[config.mk]
export PLATFORM = sky130hd
export DESIGN_NAME = alu_job_master
export DESIGN_NICKNAME = d
export VERILOG_FILES = /design/src/rtl/alu_job_master.sv
export SDC_FILE = /design/constraint.sdc
export NUM_CORES = 1
export LEC_CHECK = 0
export ABC_AREA = 1
export ABC_CLOCK_PERIOD_IN_PS = 1810
export CAP_MARGIN = 20
export CORE_MARGIN = 2
export CORE_UTILIZATION = 45
export CTS_CLUSTER_SIZE = 40
export DETAILED_ROUTE_END_ITERATION = 10
export GPL_ROUTABILITY_DRIVEN = 0
export HOLD_SLACK_MARGIN = 0.15
export PLACE_DENSITY = 0.77
export SYNTH_ARGS = -nofsm -noshare
export SYNTH_HDL_FRONTEND = slang
export SYNTH_SLANG_ARGS = --single-unit
[constraint.sdc]
create_clock -name clk -period 1.81 [get_ports clk]
set_input_delay 0.2715 -clock clk [delete_from_list [all_inputs] [get_ports clk]]
set_output_delay 0.2715 -clock clk [all_outputs]
set_load 0.1 [all_outputs]
[src/rtl/alu_job_master.sv]
// Bus master that runs one ALU job per start pulse: fetch A/B from RAM, program
// the ALU slave, poll its status, then copy the 64-bit result back to RAM.
module alu_job_master #(
  parameter logic [7:0]  ALU_OPA_ADDR  = 8'h80,
  parameter logic [7:0]  ALU_OPB_ADDR  = 8'h81,
  parameter logic [7:0]  ALU_OP_ADDR   = 8'h82,
  parameter logic [7:0]  ALU_GO_ADDR   = 8'h83,
  parameter logic [7:0]  ALU_STAT_ADDR = 8'h84,
  parameter logic [7:0]  ALU_RLO_ADDR  = 8'h85,
  parameter logic [7:0]  ALU_RHI_ADDR  = 8'h86,
  parameter int unsigned POLL_LIMIT    = 16
) (
  input  logic        clk,
  input  logic        reset_n,
  input  logic        start,
  input  logic [3:0]  op_code,
  input  logic [7:0]  src_addr,
  input  logic [7:0]  dst_addr,
  output logic        busy,
  output logic        done,
  output logic        err,
  output logic        M_req,
  output logic        M_wr,
  output logic [7:0]  M_addr,
  output logic [31:0] M_dout,
  input  logic        M_grant,
  input  logic [31:0] M_din
);

  localparam int unsigned PW = $clog2(POLL_LIMIT + 1);
  localparam logic [PW-1:0] LIMIT_M1 = PW'(POLL_LIMIT - 1);

  typedef enum logic [3:0] {
    S_IDLE, S_REQ, S_RD_A, S_RD_B, S_WR_A, S_WR_B, S_WR_OP, S_WR_GO,
    S_POLL, S_RD_LO, S_RD_HI, S_WR_LO, S_WR_HI, S_FIN
  } state_t;

  state_t        state_q;
  logic [3:0]    op_q;
  logic [7:0]    src_q;
  logic [7:0]    dst_q;
  logic [31:0]   a_q;
  logic [31:0]   b_q;
  logic [31:0]   lo_q;
  logic [31:0]   hi_q;
  logic [PW-1:0] poll_q;
  logic          ph_q;
  logic          busy_q;
  logic          done_q;
  logic          err_q;
  logic          req_q;
  logic          wr_q;
  logic [7:0]    addr_q;
  logic [31:0]   dout_q;

  // Job sequencer; every bus output is set on the edge that enters the state using it.
  always_ff @(posedge clk) begin
    if (!reset_n) begin
      state_q <= S_IDLE;
      op_q    <= 4'd0;
      src_q   <= 8'd0;
      dst_q   <= 8'd0;
      a_q     <= 32'd0;
      b_q     <= 32'd0;
      lo_q    <= 32'd0;
      hi_q    <= 32'd0;
      poll_q  <= '0;
      ph_q    <= 1'b0;
      busy_q  <= 1'b0;
      done_q  <= 1'b0;
      err_q   <= 1'b0;
      req_q   <= 1'b0;
      wr_q    <= 1'b0;
      addr_q  <= 8'd0;
      dout_q  <= 32'd0;
    end else begin
      done_q <= 1'b0;
      case (state_q)
        S_IDLE: begin
          if (start) begin
            op_q    <= op_code;
            src_q   <= src_addr;
            dst_q   <= dst_addr;
            poll_q  <= '0;
            err_q   <= 1'b0;
            busy_q  <= 1'b1;
            req_q   <= 1'b1;
            state_q <= S_REQ;
          end
        end
        S_REQ: begin
          if (M_grant) begin
            addr_q  <= src_q;
            wr_q    <= 1'b0;
            ph_q    <= 1'b0;
            state_q <= S_RD_A;
          end
        end
        // Two-cycle reads: ph_q=0 address cycle, ph_q=1 data cycle; grant loss restarts.
        S_RD_A, S_RD_B, S_POLL, S_RD_LO, S_RD_HI: begin
          if (!M_grant) begin
            ph_q <= 1'b0;
          end else if (!ph_q) begin
            ph_q <= 1'b1;
          end else begin
            ph_q <= 1'b0;
            case (state_q)
              S_RD_A: begin
                a_q     <= M_din;
                addr_q  <= src_q + 8'd1;
                state_q <= S_RD_B;
              end
              S_RD_B: begin
                b_q     <= M_din;
                addr_q  <= ALU_OPA_ADDR;
                dout_q  <= a_q;
                wr_q    <= 1'b1;
                state_q <= S_WR_A;
              end
              S_POLL: begin
                if (M_din[0]) begin
                  addr_q  <= ALU_RLO_ADDR;
                  state_q <= S_RD_LO;
                end else if (poll_q == LIMIT_M1) begin
                  poll_q  <= poll_q + 1'b1;
                  err_q   <= 1'b1;
                  req_q   <= 1'b0;
                  done_q  <= 1'b1;
                  state_q <= S_FIN;
                end else begin
                  poll_q <= poll_q + 1'b1;
                end
              end
              S_RD_LO: begin
                lo_q    <= M_din;
                addr_q  <= ALU_RHI_ADDR;
                state_q <= S_RD_HI;
              end
              S_RD_HI: begin
                hi_q    <= M_din;
                addr_q  <= dst_q;
                dout_q  <= lo_q;
                wr_q    <= 1'b1;
                state_q <= S_WR_LO;
              end
              default: state_q <= S_IDLE;
            endcase
          end
        end
        // Single-cycle writes complete only on a granted cycle.
        S_WR_A, S_WR_B, S_WR_OP, S_WR_GO, S_WR_LO, S_WR_HI: begin
          if (M_grant) begin
            case (state_q)
              S_WR_A: begin
                addr_q  <= ALU_OPB_ADDR;
                dout_q  <= b_q;
                state_q <= S_WR_B;
              end
              S_WR_B: begin
                addr_q  <= ALU_OP_ADDR;
                dout_q  <= {28'd0, op_q};
                state_q <= S_WR_OP;
              end
              S_WR_OP: begin
                addr_q  <= ALU_GO_ADDR;
                dout_q  <= 32'd1;
                state_q <= S_WR_GO;
              end
              S_WR_GO: begin
                addr_q  <= ALU_STAT_ADDR;
                wr_q    <= 1'b0;
                ph_q    <= 1'b0;
                state_q <= S_POLL;
              end
              S_WR_LO: begin
                addr_q  <= dst_q + 8'd1;
                dout_q  <= hi_q;
                state_q <= S_WR_HI;
              end
              S_WR_HI: begin
                wr_q    <= 1'b0;
                req_q   <= 1'b0;
                done_q  <= 1'b1;
                state_q <= S_FIN;
              end
              default: state_q <= S_IDLE;
            endcase
          end
        end
        S_FIN: begin
          busy_q  <= 1'b0;
          state_q <= S_IDLE;
        end
        default: state_q <= S_IDLE;
      endcase
    end
  end

  assign busy   = busy_q;
  assign done   = done_q;
  assign err    = err_q;
  assign M_req  = req_q;
  assign M_wr   = wr_q;
  assign M_addr = addr_q;
  assign M_dout = dout_q;

endmodule
==> metrics.csv, run 1 <==
stage,metric,value,unit
worst_setup_path,Critical Path AT,2270,ps
floorplan,DIE AREA,21830,µm²
drt,DRC viols,0,
timing,Clock Skew,13.84,ps
synthesis,Cells after Synth,1340,
power,Int Power,9.579,mW
worst_setup_path,crit-path max FO,10,
worst_setup_path,CP max stage cell,dfxtp_4,
timing,hold slack,174.6,ps
outcome,status,finished with violations,
cells_and_area,most frequent cells in the layout,"nand2_1 (335), dfxtp_1 (199), nand3_1 (188), a21oi_1 (178), buf_4 (101)",
place,Buffers on Ports,100,
synthesis,post-synthesis cell type count,36,
worst_setup_path,crit-path cells,inv_2 -> nor2_4 -> nand2_1 -> nand2_2 -> nor2_4 -> nand3_4 -> nand2_2 -> nor2_4 -> buf_12 -> buf_12 -> nand2_1 -> a21oi_1,
power,"Power, Total",15.46,mW
timing,RSZ-0062 raised after global routing,yes,
synthesis,Avg Inst Size Synth,6.939,µm²
drt,post-detailed-route via-to-cell ratio,5.467,
cells_and_area,nets@finish,1522,
cells_and_area,"commonest non-fill, non-tap cell in the layout",nand2_1,
cells_and_area,final core utilization,59.61,%
synthesis,Yosys warning total,0,
timing,worst rel slew slack,67.28,%
drt,Detailed Route Iter0 Violations,835,
clock_network,deepest clock path buffer count,3,
floorplan,starting density of the core,45.95,%
floorplan,Die X,147.7,µm
synthesis,Seq cells post-synth,203,
worst_setup_path,"delay-heaviest family, CP",simple AND/OR/NAND/NOR gates,
timing,worst slew pin tran,490.8,ps
clock_network,clock sink count,203,
min_path,Min-Delay Path Class,in -> reg,
synthesis,register area share after synthesis,43.71,%
clock_network,Root Buffer,clkbuf_16,
timing,Setup Viol. Count Final,3,
run,# Max-Cap Violations,0,
synthesis,Post-Syn Nets,1400,
floorplan,row cnt,52,
outcome,failing checks,negative setup slack,
clock_network,Num CTS Buffers,22,
cells_and_area,layout cells sized above 1,16.93,%
grt,first-pass GRT wire length,43210,µm
power,NetSw,5.881,mW
cells_and_area,diode count,0,
floorplan,Boundary Pins,101,
grt,largest net degree at the start of global routing,59,
power,combinational power share,37.2,%
timing,Fin. Hold Viols,0,
synthesis,synthesized area,9298,µm²
drt,vias,9551,
drt,Initial DRT Pass Iterations,5,
power,Sw Ratio,38.04,%
timing,fmax,0.5508,GHz
worst_setup_path,CP required,2270,ps
floorplan,core footprint,20230,µm²
clock_network,clk_lat worst skew,520,ps
floorplan,die height,147.7,µm
timing,final max-slew violation count,0,
power,P per Cell Area,1282,nW/µm²
grt,total track usage,23.89,%
grt,initial antenna violation count,0,
timing,Final WS setup,-5.476,ps
drt,"antenna viol nets, final",0,
clock_network,clock slew at the register clock pins of the worst setup and hold paths,60,ps
cells_and_area,Syn-to-layout area delta,29.73,%
clock_network,H-tree Lvls,1,
timing,TNS Setup,-8.319,ps
grt,GRT overflow,0,
power,Lkg Pwr,4.630,nW
power,clock share of power,30.1,%
clock_network,CTS tree,built,
drt,DRT Wirelength,28020,µm
place,hpwl dp,17340,µm
worst_setup_path,startpoint types,register,
drt,WL/cell,16.04,µm
timing,min cycle time layout,1815,ps
timing,fin crit share,100.3,%
power,Flop pwr share,32.7,%
worst_setup_path,CP Capture Type,register,
worst_setup_path,Worst Path Buf+Inv,3,
power,maximum vdd drop,0.0007448,V
worst_setup_path,Crit Path Class,reg -> reg,
grt,vias in the first global route,8666,
worst_setup_path,Crit path largest cell delay,390,ps
worst_setup_path,Worst path most repeated cell,nor2_4,
power by group through the flow:
stage                     sequential (mW)  clock [mW]  combinational, mW
final                                5.06        4.65               5.75
after global routing                 5.09        4.91               6.13
after CTS                            5.03        4.71               5.12
after detailed placement             5.12           0               5.02
after global placement               5.11           0               4.97
after floorplan                      5.86           0               2.60
cell usage after synthesis:
master / n / share of area (%)
nand2_1: 342 / 14
dfxtp_1: 203 / 44
nand3_1: 190 / 10
a21oi_1: 186 / 10
o21ai_0: 95 / 5.1
inv_1: 88 / 3.6
clkbuf_1: 52 / 2.1
nor2_1: 50 / 2.0
buf_2: 24 / 1.3
inv_2: 16 / 0.65
nand2_2: 12 / 0.81
o211ai_1: 9 / 0.73
o21ai_1: 8 / 0.43
buf_4: 7 / 0.57
nor2_2: 7 / 0.47
nor3_1: 7 / 0.38
nand4_1: 5 / 0.34
nor2_4: 5 / 0.61
buf_1: 4 / 0.16
ha_1: 4 / 0.54
o22ai_1: 4 / 0.27
clkinv_1: 3 / 0.12
nand3_2: 3 / 0.32
nand3_4: 3 / 0.57
xor2_1: 2 / 0.19
a211oi_1: 1 / 0.081
a21oi_2: 1 / 0.094
buf_6: 1 / 0.12
nand2_4: 1 / 0.12
nand3b_1: 1 / 0.081
nand4_2: 1 / 0.13
nor3b_1: 1 / 0.081
o21a_1: 1 / 0.081
o21ai_2: 1 / 0.094
o31ai_1: 1 / 0.081
or2_1: 1 / 0.067
repair_timing:
item,CTS,global route
endpoints found under the setup margin,41,83
gates resized for setup,7,55
gates cloned,0,4
pin swaps,2,11
hold endpoints to repair,0,0
hold buffers,0,0
setup buffers,2,11
logic make-up (layout without fill, tap and decap cells):
family,Yosys count,in the layout,share of synthesized area [%]
buffers and inverters,195,331,8.559
AO/OA/AOI/OAI,307,307,16.98
AND/OR/NAND/NOR,629,630,30.02
XOR/XNOR,2,2,0.1884
flip-flops,203,203,43.71
adder cells (fa/ha/maj),4,4,0.5383
registers in the layout (all words and copies together), names as in the netlist:
signal / flops
dst_q: 8
lo_q: 32
b_q: 32
state_q: 4
src_q: 8
hi_q: 32
done: 1
M_addr: 8
poll_q: 5
err: 1
M_req: 1
busy: 1
a_q: 32
M_wr: 1
op_q: 4
M_dout: 32
ph_q: 1
metrics by stage:
| stage | cell area (µm²) | cells | setup WS, ps |
|---|---|---|---|
| 5_1_grt | 12060 | 1747 | -115.7 |
| 2_1_floorplan | 9298 | 1340 | 182.7 |
| 3_5_place_dp | 10910 | 1691 | -72.22 |
| 6_report | 12060 | 1747 | -5.476 |
| 4_1_cts | 11710 | 1732 | 4.970 |
| 3_3_place_gp | 10910 | 1691 | -46.52 |
cell type report:
cell class                      instances  area, µm²
Fill cell                            1759       8173
Multi-Input combinational cell        943       4604
Sequential cell                       203       4076
Timing Repair Buffer                  185       1868
Clock buffer                           31      654.4
Inverter                              107      415.4
Tap cell                              270      337.8
Clock inverter                          8      105.1
worst reg2reg max path: cells and delay by family (launching register included):
family | cells | cell delay (ps)
flops | 1 | 390
buf+inv | 3 | 350
simple gates | 8 | 900
compound gates | 1 | 120
worst paths after layout:
| path | from | slack (ps) | cells past startpoint | endpoint |
|---|---|---|---|---|
| worst max-delay path | state_q[2]$_SDFFE_PN0P_ | -5 | 12 | M_dout[21]$_SDFFE_PN0P_ |
| worst min-delay path | reset_n | 170 | 3 | lo_q[28]$_SDFFE_PN0P_ |
| worst max register to register | state_q[2]$_SDFFE_PN0P_ | -5 | 12 | M_dout[21]$_SDFFE_PN0P_ |
| worst min register to register | lo_q[10]$_SDFFE_PN0P_ | 450 | 2 | lo_q[10]$_SDFFE_PN0P_ |
routing by layer:
| metal | up-vias | GRT usage [%] | share of wire (%) |
|---|---|---|---|
| met1 | 4416 | 32.07 | 43 |
| met4 | 0 | 8.846 | 3.2 |
| li1 | 4662 | - | - |
| met2 | 404 | 39.09 | 47 |
| met3 | 69 | 3.580 | 7.1 |
| met5 | - | 0 | 0 |
Power figures use the tool's default switching activity.
==> run 2, diff against run 1 <==
RECOVER_POWER = 100   (was unset)
SETUP_SLACK_MARGIN = 0.3   (was unset)
==> metrics.csv, run 2 (same netlist as run 1, synthesis figures left out) <==
stage,metric,value,unit,change
clock_network,CTS tree,built,,unchanged
place,post-placement cell count,1681,,was 1691
cells_and_area,layout cells sized above 1,24.87,%,was 16.93%
timing,Fin. Hold Viols,0,,unchanged
floorplan,die height,147.7,µm,unchanged
floorplan,starting density of the core,45.95,%,unchanged
power,P per Cell Area,1271,nW/µm²,was 1282 nW/µm²
timing,fin crit share,105.3,%,was 100.3%
cells_and_area,diode count,0,,unchanged
floorplan,Die X,147.7,µm,unchanged
floorplan,row cnt,52,,unchanged
clock_network,Root Buffer,clkbuf_16,,unchanged
place,Buffers on Ports,100,,unchanged
power,Lkg Pwr,5.012,nW,was 4.630 nW
min_path,Min-Delay Path Class,in -> reg,,unchanged
worst_setup_path,Worst Path Buf+Inv,3,,unchanged
grt,first-pass GRT wire length,46060,µm,was 43210 µm
floorplan,core footprint,20230,µm²,unchanged
drt,post-detailed-route via-to-cell ratio,5.893,,was 5.467
timing,final max-slew violation count,0,,unchanged
worst_setup_path,crit-path max FO,7,,was 10
outcome,failing checks,negative setup slack,,unchanged
power,maximum vdd drop,0.0007272,V,was 0.0007448 V
worst_setup_path,startpoint types,register,,unchanged
clock_network,Num CTS Buffers,22,,unchanged
worst_setup_path,Worst path most repeated cell,nor2_4,,unchanged
place,Post-DP Area,10910,µm²,about the same
cells_and_area,cell area after layout,13000,µm²,was 12060 µm²
worst_setup_path,CP required,2250,ps,was 2270 ps
worst_setup_path,CP max stage cell,dfxtp_4,,unchanged
floorplan,DIE AREA,21830,µm²,unchanged
drt,DRT Wirelength,34060,µm,was 28020 µm
clock_network,hold buffer count at CTS,0,,unchanged
timing,Final WS setup,-95.09,ps,was -5.476 ps
cells_and_area,most frequent cells in the layout,"nand2_1 (314), dfxtp_1 (198), nand3_1 (174), a21oi_1 (156), inv_1 (84)",,"was nand2_1 (335), dfxtp_1 (199), nand3_1 (188), a21oi_1 (178), buf_4 (101)"
worst_setup_path,CP Capture Type,register,,unchanged
drt,Initial DRT Pass Iterations,8,,was 5
grt,largest net degree at the start of global routing,65,,was 59
grt,total track usage,25.52,%,was 23.89%
cells_and_area,Syn-to-layout area delta,39.77,%,was 29.73%
grt,vias in the first global route,9144,,was 8666
floorplan,Boundary Pins,101,,unchanged
run,# Max-Cap Violations,0,,unchanged
clock_network,clock sink count,203,,unchanged
timing,TNS Setup,-2104,ps,was -8.319 ps
cells_and_area,"commonest non-fill, non-tap cell in the layout",nand2_1,,unchanged
drt,"antenna viol nets, final",0,,unchanged
timing,min cycle time layout,1905,ps,was 1815 ps
clock_network,clk_lat worst skew,520,ps,about the same
timing,Clock Skew,18.36,ps,was 13.84 ps
drt,DRC viols,0,,unchanged
clock_network,H-tree Lvls,1,,unchanged
clock_network,clock slew at the register clock pins of the worst setup and hold paths,60,ps,about the same
grt,initial antenna violation count,0,,unchanged
cells_and_area,nets@finish,1552,,was 1522
worst_setup_path,Crit path largest cell delay,380,ps,was 390 ps
timing,worst rel slew slack,62.56,%,was 67.28%
grt,GRT overflow,0,,unchanged
clock_network,deepest clock path buffer count,3,,unchanged
timing,hold slack,221.0,ps,was 174.6 ps
worst_setup_path,Critical Path AT,2340,ps,was 2270 ps
drt,vias,10480,,was 9551
worst_setup_path,crit-path cells,nor2_4 -> nand2_2 -> inv_2 -> nor2_4 -> nand3_4 -> nand2_2 -> nor2_4 -> buf_12 -> clkbuf_16 -> o21ai_0 -> nor2_1,,was inv_2 -> nor2_4 -> nand2_1 -> nand2_2 -> nor2_4 -> nand3_4 -> nand2_2 -> nor2_4 -> buf_12 -> buf_12 -> nand2_1 -> a21oi_1
drt,WL/cell,19.16,µm,was 16.04 µm
cells_and_area,Non-Filler Instances,1778,,was 1747
place,hpwl dp,17040,µm,was 17340 µm
drt,Detailed Route Iter0 Violations,1293,,was 835
place,DP Worst Slack,15.81,ps,was -72.22 ps
timing,Setup Viol. Count Final,36,,was 3
timing,fmax,0.5249,GHz,was 0.5508 GHz
worst_setup_path,"delay-heaviest family, CP",simple AND/OR/NAND/NOR gates,,unchanged
outcome,status,finished with violations,,unchanged
timing,RSZ-0062 raised after global routing,yes,,unchanged
timing,worst slew pin tran,563.9,ps,was 490.8 ps
worst_setup_path,Crit Path Class,reg -> reg,,unchanged
run 2: cell count changes in the layout (fill, tap and decap cells not counted), sizes merged:
cell	change
buf	-22
clkinvlp	-1
clkinv	-1
bufinv	-1
clkbuf	+56
run 2: worst paths after layout:
path / from / to / slack [ps] / cells past startpoint
setup reg to reg: state_q[2]$_SDFFE_PN0P_ / M_dout[2]$_SDFFE_PN0P_ / -100 / 11
hold reg to reg: lo_q[10]$_SDFFE_PN0P_ / lo_q[10]$_SDFFE_PN0P_ / 450 / 2
hold / removal: reset_n / lo_q[25]$_SDFFE_PN0P_ / 220 / 3
setup / recovery: state_q[2]$_SDFFE_PN0P_ / M_dout[2]$_SDFFE_PN0P_ / -100 / 11
run 2: per-stage QoR:
stage               power, mW  utilization (%)
CTS                     15.48            60.42
detailed placement      10.23            53.93
global route            17.06            64.22
finish                  16.52            64.22
floorplan               8.661                -
global placement        10.16            53.93
run 2: metal layers:
metal | wire (µm) | track usage (%) | part of all wire, % | vias to the layer above
met2 | 15420 | 41.79 | 45 | 725
met5 | 56 | 0 | 0.16 | -
met4 | 1840 | 10.24 | 5.4 | 2
met3 | 3711 | 3.765 | 11 | 209
li1 | - | - | - | 4735
met1 | 13030 | 33.97 | 38 | 4806
run 2: worst reg2reg max path, cell delays in order (launching register included):
cell and delay (ps):
dfxtp_4 380, nor2_4 230, nand2_2 180, inv_2 180, nor2_4 70, nand3_4 90, nand2_2 80, nor2_4 120
buf_12 160, clkbuf_16 160, o21ai_0 70, nor2_1 110
run 2: where the power goes:
| group | internal, mW | switching (mW) | leakage, nW |
|---|---|---|---|
| Sequential | 4.79 | 0.305 | 1.64 |
| Clock | 2.68 | 1.84 | 0.355 |
| Combinational | 2.49 | 4.41 | 3.01 |
run 2: what timing repair did:
| item | in CTS | in global routing |
|---|---|---|
| pin swaps | 11 | 29 |
| gates cloned | 6 | 13 |
| buffers inserted | 23 | 15 |
| endpoints found under the setup margin | 123 | 200 |
| gates resized for setup | 78 | 167 |
run 2: final cells by class:
cell class | instances | area, µm²
Clock buffer | 35 | 670.6
Inverter | 107 | 437.9
Tap cell | 270 | 337.8
Sequential cell | 203 | 4080
Timing Repair Buffer | 215 | 2290
Clock inverter | 5 | 52.55
Multi-Input combinational cell | 943 | 5126
Fill cell | 1560 | 7239
==> run 3, diff against run 2 <==
ABC_CLOCK_PERIOD_IN_PS = 2029   (was 1810)
clock period = 2.03 ns   (was 1.81 ns; I/O delays follow)
==> metrics.csv, run 3 (same netlist as run 1, synthesis figures left out) <==
stage,metric,value,unit,change
outcome,status,completed,,was finished with violations
floorplan,DIE AREA,21830,µm²,unchanged
cells_and_area,Syn-to-layout area delta,28.60,%,was 39.77%
drt,post-detailed-route via-to-cell ratio,5.504,,was 5.893
timing,fin crit share,92.42,%,was 105.3%
grt,GRT overflow,0,,unchanged
timing,final max-slew violation count,0,,unchanged
worst_setup_path,CP required,2470,ps,was 2250 ps
min_path,worst hold stages,3,,unchanged
power,P per Cell Area,1157,nW/µm²,was 1271 nW/µm²
timing,TNS Setup,0,ps,was -2104 ps
worst_setup_path,CP Capture Type,register,,unchanged
drt,"antenna viol nets, final",0,,unchanged
cells_and_area,nets@finish,1504,,was 1552
floorplan,die height,147.7,µm,unchanged
worst_setup_path,FF-to-FF End,M_dout[14]$_SDFFE_PN0P_,,was M_dout[2]$_SDFFE_PN0P_
grt,total track usage,24.18,%,was 25.52%
clock_network,deepest clock path buffer count,3,,unchanged
clock_network,clk_lat worst skew,520,ps,about the same
cells_and_area,Reg area,4076,µm²,was 4080 µm²
grt,vias in the first global route,8725,,was 9144
grt,largest net degree at the start of global routing,88,,was 65
cells_and_area,most frequent cells in the layout,"nand2_1 (319), dfxtp_1 (199), nand3_1 (185), a21oi_1 (166), o21ai_0 (92)",,"was nand2_1 (314), dfxtp_1 (198), nand3_1 (174), a21oi_1 (156), inv_1 (84)"
floorplan,Boundary Pins,101,,unchanged
cells_and_area,layout cells sized above 1,17.70,%,was 24.87%
min_path,hold worst-path end,M_dout[4]$_SDFFE_PN0P_,,was lo_q[25]$_SDFFE_PN0P_
timing,fmax,0.5330,GHz,was 0.5249 GHz
drt,Detailed Route Iter0 Violations,977,,was 1293
timing,Setup Viol. Count Final,0,,was 36
drt,DRC viols,0,,unchanged
drt,vias,9511,,was 10480
power,maximum vdd drop,0.0007411,V,was 0.0007272 V
run,# Max-Cap Violations,0,,unchanged
grt,first-pass GRT wire length,43840,µm,was 46060 µm
clock_network,CTS tree,built,,unchanged
min_path,Min-Delay Path Class,in -> reg,,unchanged
worst_setup_path,Critical Path AT,2320,ps,was 2340 ps
worst_setup_path,origin of the critical flop-to-flop path,state_q[3]$_SDFFE_PN0P_,,was state_q[2]$_SDFFE_PN0P_
cells_and_area,diode count,0,,unchanged
clock_network,clock slew at the register clock pins of the worst setup and hold paths,60,ps,about the same
grt,initial antenna violation count,0,,unchanged
cells_and_area,fillers,1799,,was 1560
drt,Initial DRT Pass Iterations,5,,was 8
min_path,Hold Startpoint,reset_n,,unchanged
cells_and_area,area occupied by multi-input gates,4798,µm²,was 5126 µm²
timing,Clock Skew,6.328,ps,was 18.36 ps
place,Buffers on Ports,100,,unchanged
place,post-placement cell count,1658,,was 1681
cells_and_area,final core utilization,59.09,%,was 64.22%
clock_network,H-tree Lvls,1,,unchanged
timing,min cycle time layout,1876,ps,was 1905 ps
cells_and_area,"commonest non-fill, non-tap cell in the layout",nand2_1,,unchanged
drt,DRT Wirelength,28360,µm,was 34060 µm
worst_setup_path,Crit Path Class,reg -> reg,,unchanged
clock_network,clock sink count,203,,unchanged
floorplan,Die X,147.7,µm,unchanged
timing,RSZ-0062 raised after global routing,yes,,unchanged
place,DP Worst Slack,48.48,ps,was 15.81 ps
cells_and_area,Non-Filler Instances,1728,,was 1778
power,"Power, Total",13.84,mW,was 16.52 mW
floorplan,starting density of the core,45.95,%,unchanged
worst_setup_path,crit-path max FO,7,,unchanged
timing,worst slew pin tran,556.5,ps,was 563.9 ps
floorplan,row cnt,52,,unchanged
timing,worst rel slew slack,63.06,%,was 62.56%
place,hpwl dp,16810,µm,was 17040 µm
clock_network,Num CTS Buffers,22,,unchanged
floorplan,core footprint,20230,µm²,unchanged
power,Lkg Pwr,4.676,nW,was 5.012 nW
worst_setup_path,startpoint types,register,,unchanged
drt,WL/cell,16.41,µm,was 19.16 µm
worst_setup_path,reg2reg path depth,12,,was 11
worst_setup_path,R2R Setup Slk,150,ps,was -100 ps
timing,Fin. Hold Viols,0,,unchanged
clock_network,Root Buffer,clkbuf_16,,unchanged
timing,Final WS setup,153.9,ps,was -95.09 ps
[run 3: worst max path at each step]
stage / start / to / slack, ps / cells after the start
after CTS: state_q[2]$_SDFFE_PN0P_ / M_dout[3]$_SDFFE_PN0P_ / 270 / 10
after detailed placement: M_grant / hi_q[3]$_SDFFE_PN0P_ / 50 / 7
after global placement: state_q[2]$_SDFFE_PN0P_ / M_dout[10]$_SDFFE_PN0P_ / 50 / 10
final: state_q[3]$_SDFFE_PN0P_ / M_dout[14]$_SDFFE_PN0P_ / 150 / 12
after global routing: state_q[0]$_SDFFE_PN0P_ / state_q[2]$_SDFFE_PN0P_ / 50 / 11
after floorplan: state_q[2]$_SDFFE_PN0P_ / M_dout[21]$_SDFFE_PN0P_ / 400 / 11
[run 3: critical path: stages, from the launching register on]
cell	delay (ps)
dfxtp_4	410
inv_4	60
nor2_4	200
nand2_4	160
nand2_4	110
nor2_4	50
nand3_4	80
nand2_4	60
nor2_4	130
buf_12	160
clkbuf_16	170
nand2_1	70
a21oi_2	120
[run 3: repair_timing]
action / in CTS / in global routing
resized for setup: 30 / 85
cloned: 2 / 5
setup endpoints to repair: 84 / 97
hold buffers: 0 / 0
pin swaps: 7 / 40
buffers inserted: 13 / 12
endpoints found under the hold margin: 0 / 0
[run 3: area by class of cell]
| class | count | share of cell area, % |
|---|---|---|
| multi-input combinational | 943 | 40.13 |
| clock buffer | 31 | 5.389 |
| tap | 270 | 2.825 |
| sequential | 203 | 34.09 |
| inverter | 107 | 3.474 |
| clock inverter | 7 | 1.015 |
| timing repair buffer | 167 | 13.07 |
[run 3: report_power, final]
part	switching, mW	internal (mW)
Clock	1.62	2.59
Combinational	3.45	1.67
Sequential	0.235	4.27
[run 3: per-layer routing]
layer	vias to the layer above	track usage, %	routed length (µm)
met1	4403	32.95	12310
met5	-	0	0
met2	394	39.49	13170
met4	0	7.981	865
li1	4639	-	-
met3	75	3.611	2015
[run 3: per-stage QoR]
| step | hold slack [ps] | cell area (µm²) |
|---|---|---|
| final | 316.3 | 11960 |
| after global routing | 325.2 | 11960 |
| after CTS | 290.3 | 11590 |
| after detailed placement | 436.6 | 10540 |
| after global placement | 431.4 | 10540 |
| after floorplan | 423.7 | 9298 |
